--- src/rtl/vend_pkg.sv ---
// Shared types and constants for the vending controller: state encoding, coin values, price table.
// Build with CHANGE_RETURN_EN defined to include the CHANGE state.
package vend_pkg;

  localparam int COIN_5  = 5;
  localparam int COIN_10 = 10;

  localparam logic [7:0] PRICE [0:3] = '{8'd15, 8'd20, 8'd25, 8'd40};

`ifdef CHANGE_RETURN_EN
  typedef enum logic [1:0] {
    IDLE     = 2'd0,
    DISPENSE = 2'd1,
    CHANGE   = 2'd2,
    DONE     = 2'd3
  } state_t;
`else
  // CHANGE encoding left unused so DONE keeps the same code in both builds
  typedef enum logic [1:0] {
    IDLE     = 2'd0,
    DISPENSE = 2'd1,
    DONE     = 2'd3
  } state_t;
`endif

  function automatic logic [7:0] item_price(input logic [1:0] item);
    return PRICE[item];
  endfunction

endpackage

--- src/rtl/vend_controller.sv ---
// Vending FSM: dispense on a funded select, return change in 10/5 coins, then clear the counter.
// Change return exists only with CHANGE_RETURN_EN defined; otherwise any excess is forfeited.
module vend_controller
  import vend_pkg::*;
#(
  parameter int BAL_W = 8
) (
  input  logic             clk,
  input  logic             reset,
  input  logic [BAL_W-1:0] balance,
  input  logic             select,
  input  logic [1:0]       item_sel,
  input  logic             cancel,
  output logic             dispense,
  output logic             change_10,
  output logic             change_5,
  output logic             clear_balance,
  output logic             insufficient,
  output logic             busy
);

  state_t           state;
  logic [BAL_W-1:0] price_w;
  logic             go_pay;

  assign price_w = BAL_W'(item_price(item_sel));

  // Cancel outranks select in IDLE; both are ignored once the FSM has left IDLE.
  assign go_pay = ((state == IDLE) && cancel) || (state == DISPENSE)
`ifdef CHANGE_RETURN_EN
                  || (state == CHANGE)
`endif
                  ;

`ifdef CHANGE_RETURN_EN
  localparam logic [BAL_W-1:0] FIVE = BAL_W'(COIN_5);
  localparam logic [BAL_W-1:0] TEN  = BAL_W'(COIN_10);

  logic [BAL_W-1:0] remaining;
  logic [BAL_W-1:0] pay_src;
  logic             pay_more;
  logic             pay_ten;

  // Each coin is subtracted on entry to its CHANGE cycle, so remaining holds what is still owed.
  assign pay_src  = (state == IDLE) ? balance : remaining;
  assign pay_more = (pay_src >= FIVE);
  assign pay_ten  = (pay_src >= TEN);
`else
  assign change_10 = 1'b0;
  assign change_5  = 1'b0;
`endif

  always_ff @(posedge clk) begin
    if (reset) begin
      state         <= IDLE;
      dispense      <= 1'b0;
      clear_balance <= 1'b0;
      insufficient  <= 1'b0;
      busy          <= 1'b0;
`ifdef CHANGE_RETURN_EN
      change_10     <= 1'b0;
      change_5      <= 1'b0;
      remaining     <= '0;
`endif
    end else begin
      dispense      <= 1'b0;
      clear_balance <= 1'b0;
      insufficient  <= 1'b0;
      busy          <= 1'b0;
`ifdef CHANGE_RETURN_EN
      change_10     <= 1'b0;
      change_5      <= 1'b0;
`endif
      if (go_pay) begin
`ifdef CHANGE_RETURN_EN
        if (pay_more) begin
          state     <= CHANGE;
          busy      <= 1'b1;
          change_10 <= pay_ten;
          change_5  <= !pay_ten;
          remaining <= pay_src - (pay_ten ? TEN : FIVE);
        end else begin
          // Sub-5 remainder is forfeited silently.
          state         <= DONE;
          busy          <= 1'b1;
          clear_balance <= 1'b1;
          remaining     <= '0;
        end
`else
        state         <= DONE;
        busy          <= 1'b1;
        clear_balance <= 1'b1;
`endif
      end else if ((state == IDLE) && select) begin
        if (balance >= price_w) begin
          state    <= DISPENSE;
          busy     <= 1'b1;
          dispense <= 1'b1;
`ifdef CHANGE_RETURN_EN
          remaining <= balance - price_w;
`endif
        end else begin
          insufficient <= 1'b1;
        end
      end else if (state != IDLE) begin
        state <= IDLE;
      end
    end
  end

endmodule

--- config.mk ---
export PLATFORM = sky130hd
export DESIGN_NAME = vend_controller
export DESIGN_NICKNAME = d
export VERILOG_FILES = /design/src/rtl/vend_pkg.sv /design/src/rtl/vend_controller.sv
export SDC_FILE = /design/constraint.sdc
export NUM_CORES = 1
export LEC_CHECK = 0
export ABC_AREA = 1
export CORE_AREA = 2 2 39 41
export DETAILED_ROUTE_END_ITERATION = 8
export DIE_AREA = 0 0 41 43
export GPL_TIMING_DRIVEN = 1
export PLACE_DENSITY = 0.69
export SETUP_SLACK_MARGIN = 0.05
export SLEW_MARGIN = 15
export SYNTH_ARGS = -nofsm -noshare
export SYNTH_HDL_FRONTEND = slang
export SYNTH_SLANG_ARGS = --single-unit
--- constraint.sdc ---
create_clock -name clk -period 2 [get_ports clk]
set_clock_uncertainty 0.2 [all_clocks]
set_input_delay 0.4 -clock clk [delete_from_list [all_inputs] [get_ports clk]]
set_output_delay 0.4 -clock clk [all_outputs]
set_load 0.05 [all_outputs]
==> impl_metrics.toml, run 1 <==
[run_status]
status = "completed"

[final_layout]
stdcell_area_um2 = 704
layout_commonest_cell = "nand2_1"
n_antenna_cell = 0
final_cell_mix = "14 x nand2_1, 11 x inv_1, 11 x clkdlybuf4s50_1"
nNetsFinal = 111
syn_to_final_growth_pct = 49.3
drive_above_1_share_pct = 31.8

[placement]
place_hpwl_um = 734
place_area_um2 = 671
post-place-ws_ns = -0.537
gp_congestion = 0.733
io_buffer_count = 17

[power]
p_comb_share_pct = 36.3
power.density_nw_per_um2 = 544
power.clock.fraction_pct = 27.7
p_sw_uw = 122
vdd_drop_max_uv = 343
power_uw = 383
p_int_uw = 261
switching_share_pct = 31.9
seq_power_share_pct = 36.0
p_leak_uw = 0.000370

[clocking]
clk_path_buf_depth = 2
clk_pin_slew_worst_paths_ns = 0.04
clock-sinks = 6
cts_root_buf = "clkbuf_4"
cts_setup_buffers = 0
clk_latency_ns = 0.23
cts.htree.levels = 1
cts_buffers = 3
cts_tree = "built"

[synth]
syn-cell-area_um2 = 472
ys_warn_count = 0
yosysTopAreaCell = "ha_1"
synthTopCellsByArea = "ha_1 27%, dfxtp_1 25%, nand2_1 11%, inv_1 10%, nor2_1 4.8%"
synth_cells = 62
synth_top_area_share_pct = 26.5
ys_ff_latch = 6
postSynthAreaPerCell_um2 = 7.61
synth_cell_types = 14
ys_seq_area_share_pct = 25.5

[global_route]
grt_pass1_vias = 380
antenna_found_initial = 0
top_usage_layer = "met2"
met2_usage_pct = 18.8
grt_max_degree = 4
use_met3_pct = 6.28
grtUsageTotal_pct = 11.5
use_met1_pct = 12.6
grt_pass1_wl_um = 1370
overflow = 0

[detailed_routing]
detail-route-antenna-nets = 0
vias = 417
drt-initial-drc-count = 1
routedWlPerCell_um = 7.90
firstDrtPassIters = 3
drcViolationCount = 0
finalWirelength_um = 798
routed_via_density = 4.13

[die]
dieHeight_um = 43
die_w_um = 41
dieArea_um2 = 1760
start_util_pct = 34.1
core-area_um2 = 1380
io_pins = 20
rows = 14

[worst_setup_path]
cp_slowest_cell = "ha_4"
cp_cell_sequence = "clkbuf_2 > buf_6 > ha_1 > or2_4 > ha_4 > nand2_1 > nor2_1 > nor2_1 > nand2_1 > nand2_1 > nand2_2 > nand2_2 > nor2_2"
required_ns = 1.98
arrival_ns = 1.79
critPathTopFamily = "simple AND/OR/NAND/NOR gates"
end_kind = "flop"
path_class = "primary input to flop"
path_max_fanout = 3
max_stage_delay_ns = 0.26
critPathBufInv = 2
cpMostUsedCell = "nand2_1"
cp-start-kind = "primary input"

[sta]
layout_setup_ws_ns = 0.193
max_freq_mhz = 553
finalHoldViolations = 0
period_share_pct = 90.3
fin_crit_ns = 1.81
finalSetupViolations = 0
rsz0062_at_grt = "false"
slew_violations = 0

[flow_run]
timing.max_cap.violations = 0

[min_path]
hold_class = "flop to flop"
## per-stage QoR
step	util (%)	std cells	setup TNS, ns	hold WS [ns]
2_1_floorplan	-	63	0	0.272
3_3_place_gp	48.5	98	-1.86	0.350
3_5_place_dp	48.5	98	-2.00	0.376
4_1_cts	51.4	101	0	0.383
5_1_grt	50.9	101	0	0.376
6_report	50.9	101	0	0.359
## path summary, 6_finish.rpt
check,start,end,slack [ns],cells after the start
max,item_sel[1],dispense$_SDFF_PP0_,0.19,13
min reg2reg,state[1]$_SDFFE_PP0P_,dispense$_SDFF_PP0_,0.36,2
min,state[1]$_SDFFE_PP0P_,dispense$_SDFF_PP0_,0.36,2
max reg2reg,state[0]$_SDFFE_PP0P_,dispense$_SDFF_PP0_,0.88,3
## flip-flops by register name (all words and copies together) (netlist names)
| register | flops |
|---|---|
| dispense | 1 |
| insufficient | 1 |
| busy | 1 |
| state | 2 |
| clear_balance | 1 |
## per-layer routing
layer	part of all wire, %	wire [um]	vias to the layer above
li1	-	-	226
met1	39	311	180
met2	56	444	11
met3	5.3	42	0
met4	0	0	0
met5	0	0	-
## synth_stat cells
master and n:
nand2_1 14, inv_1 13, ha_1 10, dfxtp_1 6, nor2_1 6, buf_4 2
inv_2 2, nand2_2 2, nor2_2 2, a211oi_2 1, conb_1 1, nor2_4 1
nor4_4 1, or2_2 1
## power by group through the flow
stage | Combinational [uW] | Sequential, uW | Clock [uW]
final | 139 | 138 | 106
after global routing | 154 | 138 | 120
after CTS | 142 | 138 | 112
after detailed placement | 137 | 140 | 0
after global placement | 133 | 139 | 0
after floorplan | 65.8 | 160 | 0
## tightest hold or removal path: stages, from the launching register on
cell and delay, ns:
dfxtp_1 0.39, nor2_2 0.08, nor2_2 0.06
## cells by family (layout without fill, tap and decap cells)
family	Yosys count	in the layout	share of synthesized area, %
DFF	6	6	25.5
adders and majority gates	10	10	26.5
buffers and inverters	17	39	15.1
AOI/OAI and AO/OA	1	1	2.65
and+or+nand+nor	27	27	29.4
other	1	2	0.795
## final cells by class
type                    count  area (um^2)
fillers                   147          679
multi-input cells          40          302
repair buffers             21          184
flip-flops and latches      6          120
inverters                  15         56.3
clock buffers               3         22.5
well taps                  16         20.0
## repair_timing
action / in CTS / in global routing
resized for setup: 8 / 4
pin swaps: 0 / 2
endpoints found under the setup margin: 4 / 3
hold buffers: 0 / 0
No activity file was read; power rests on OpenSTA's default activity.
==> run 2: changes to the inputs <==
--- a/config.mk
+++ b/config.mk
@@ -5,12 +5,11 @@
 export SDC_FILE = /design/constraint.sdc
 export NUM_CORES = 1
 export LEC_CHECK = 0
-export ABC_AREA = 1
 export CORE_AREA = 2 2 39 41
 export DETAILED_ROUTE_END_ITERATION = 8
 export DIE_AREA = 0 0 41 43
 export GPL_TIMING_DRIVEN = 1
-export PLACE_DENSITY = 0.69
+export PLACE_DENSITY = 0.66
 export SETUP_SLACK_MARGIN = 0.05
 export SLEW_MARGIN = 15
 export SYNTH_ARGS = -nofsm -noshare
==> run 2 against run 1 <==
Clock power increased by 6%. Wire length increased by 34%. Flip-flop and latch count unchanged. Synthesized cell count decreased by 27%. Global-route usage increased by 1.5 points. Combinational power increased by 16%. Count of clock-buffer cells in the layout unchanged. Utilization increased by 5.2 points. Critical path type unchanged. Largest cell class unchanged.
==> impl_metrics.toml, run 2 <==
[clocking]
clk_path_buf_depth = 2
clk_latency_ns = 0.25
clock-sinks = 6
cts_root_buf = "clkbuf_4"
hold_buffers = 0
cts_buffers = 3
cts_tree = "built"
cts.htree.levels = 1
clk_pin_slew_worst_paths_ns = 0.04

[synth]
synthTopCellsByArea = "ha_1 29%, dfxtp_1 28%, inv_1 6.0%, o211a_1 4.6%, nor3_1 3.4%"
ys_warn_count = 0
postSynthAreaPerCell_um2 = 9.70
ys_ff_latch = 6
ys_top_cells_by_count = "10 x ha_1, 7 x inv_1, 6 x dfxtp_1"
synth_cell_types = 17
ys_seq_area_share_pct = 27.5
syn-cell-area_um2 = 437
synth_top_area_share_pct = 28.7
synth_ff_type = "dfxtp_1"
synthArstFlopShare_pct = 0
synth_cells = 45
yosysTopAreaCell = "ha_1"
synth.most_common_cell = "ha_1"
synth_edf_count = 0

[worst_setup_path]
end_kind = "flop"
arrival_ns = 1.91
cp-start-kind = "primary input"
path_class = "primary input to flop"
max_stage_delay_ns = 0.41
cp_cell_sequence = "clkdlybuf4s50_1 > ha_1 > o21a_1 > o2111ai_2 > buf_4 > o211a_1"
critPathBufInv = 2
required_ns = 1.99
path_max_fanout = 3
critPathTopFamily = "compound AO/OA/AOI/OAI gates"
cp_slowest_cell = "clkdlybuf4s50_1"

[die]
io_pins = 20
start_util_pct = 31.6
die_w_um = 41
dieHeight_um = 43
rows = 14
dieArea_um2 = 1760
core-area_um2 = 1380

[sta]
slew_violations = 0
finalHoldViolations = 0
period_share_pct = 95.9
rsz0062_at_grt = "false"
whs_ns = 0.284
fin_crit_ns = 1.92
max_freq_mhz = 521
finalSetupViolations = 0

[final_layout]
regMostFlops = "state"
stdcell_area_um2 = 776
nNetsFinal = 99
largest_reg_flops = 2
syn_to_final_growth_pct = 77.7
drive_above_1_share_pct = 42.5
layout_commonest_cell = "buf_4"
n_antenna_cell = 0
final_cell_mix = "14 x buf_4, 10 x clkdlybuf4s50_1, 6 x ha_1, 6 x dfxtp_1, 5 x inv_1"

[power]
p_comb_share_pct = 39.4
power.density_nw_per_um2 = 527
switching_share_pct = 32.3
p_int_uw = 277
p_leak_uw = 0.000364
p_sw_uw = 132
vdd_drop_max_uv = 201
power.clock.fraction_pct = 27.5
seq_power_share_pct = 33.1

[detailed_routing]
detail-route-antenna-nets = 0
routedWlPerCell_um = 12.0
firstDrtPassIters = 2
finalWirelength_um = 1070
vias = 428
drcViolationCount = 0
routed_via_density = 4.81
drt-initial-drc-count = 2

[run_status]
status = "completed"

[min_path]
hold_class = "flop to flop"

[placement]
place_area_um2 = 666
place_hpwl_um = 709
io_buffer_count = 17
gp_congestion = 0.640

[global_route]
grt_max_degree = 5
overflow = 0
grt_pass1_vias = 393
grt_pass1_wl_um = 1530
antenna_found_initial = 0
grtUsageTotal_pct = 12.9

[flow_run]
timing.max_cap.violations = 0
==> run 2: changes by cell type after synthesis, sizes merged <==
cell / delta
nand2: -16
inv: -8
nor2: -6
nor3: +3
a2111oi: +2
o211a: +2
o21a: +2
o31ai: +2
a211oi: -1
nor2b: +1
nor4: -1
o2111ai: +1
o32a: +1
or4b: +1
==> run 2: area by class of cell <==
class                      instances  area (um^2)
clock buffer                       3         22.5
fill                             127          608
inverter                           7         26.3
multi-input combinational         31          364
sequential                         6          120
tap                               16         20.0
timing repair buffer              26          223
==> run 2: power by group through the flow <==
stage                     clock, uW  combinational [uW]  sequential [uW]
after floorplan                   0                54.4              157
after global placement            0                 131              137
after detailed placement          0                 132              138
after CTS                       115                 141              135
after global routing            118                 174              137
final                           112                 161              136
==> run 2: per-layer routing <==
metal  up-vias  global-route usage, %  part of all wire, %
met4         0                   8.00                  2.3
li1        214                      -                    -
met3         3                   2.09                  6.9
met2        18                   23.1                   57
met1       193                   12.5                   33
met5         -                      0                    0
==> run 2: final timing paths <==
kind                    startpoint                       to  slack (ns)  cells past startpoint
max                     balance[2]  insufficient$_SDFF_PP0_        0.08                      6
min          state[1]$_SDFFE_PP0P_    state[1]$_SDFFE_PP0P_        0.28                      1
max reg2reg  state[1]$_SDFFE_PP0P_    state[0]$_SDFFE_PP0P_        0.46                      3
min reg2reg  state[1]$_SDFFE_PP0P_    state[1]$_SDFFE_PP0P_        0.28                      1
==> run 2: through the flow <==
step	power [uW]	utilization, %	cells	setup slack (ns)	TNS [ns]
finish	409	56.1	89	0.0820	0
global route	429	56.1	89	0.0317	0
CTS	391	52.4	89	0.0534	0
detailed placement	270	48.1	85	-0.569	-2.25
global placement	268	48.1	85	-0.542	-2.13
floorplan	212	-	46	0.0638	0
==> run 2: kinds of logic (layout without fill, tap and decap cells) <==
logic type | Yosys count | after routing | share of synthesized area [%]
buffers and inverters | 9 | 36 | 9.46
adder cells (fa/ha/maj) | 10 | 10 | 28.7
AND/OR/NAND/NOR | 9 | 9 | 12.0
flip-flops | 6 | 6 | 27.5
other | 1 | 2 | 0.859
AO/OA/AOI/OAI | 10 | 10 | 21.5
==> run 2: repair_timing <==
| action | in CTS | in global routing |
|---|---|---|
| pin swaps | 3 | 4 |
| buffers inserted | 1 | 0 |
| setup endpoints to repair | 4 | 4 |
| resized for setup | 10 | 13 |
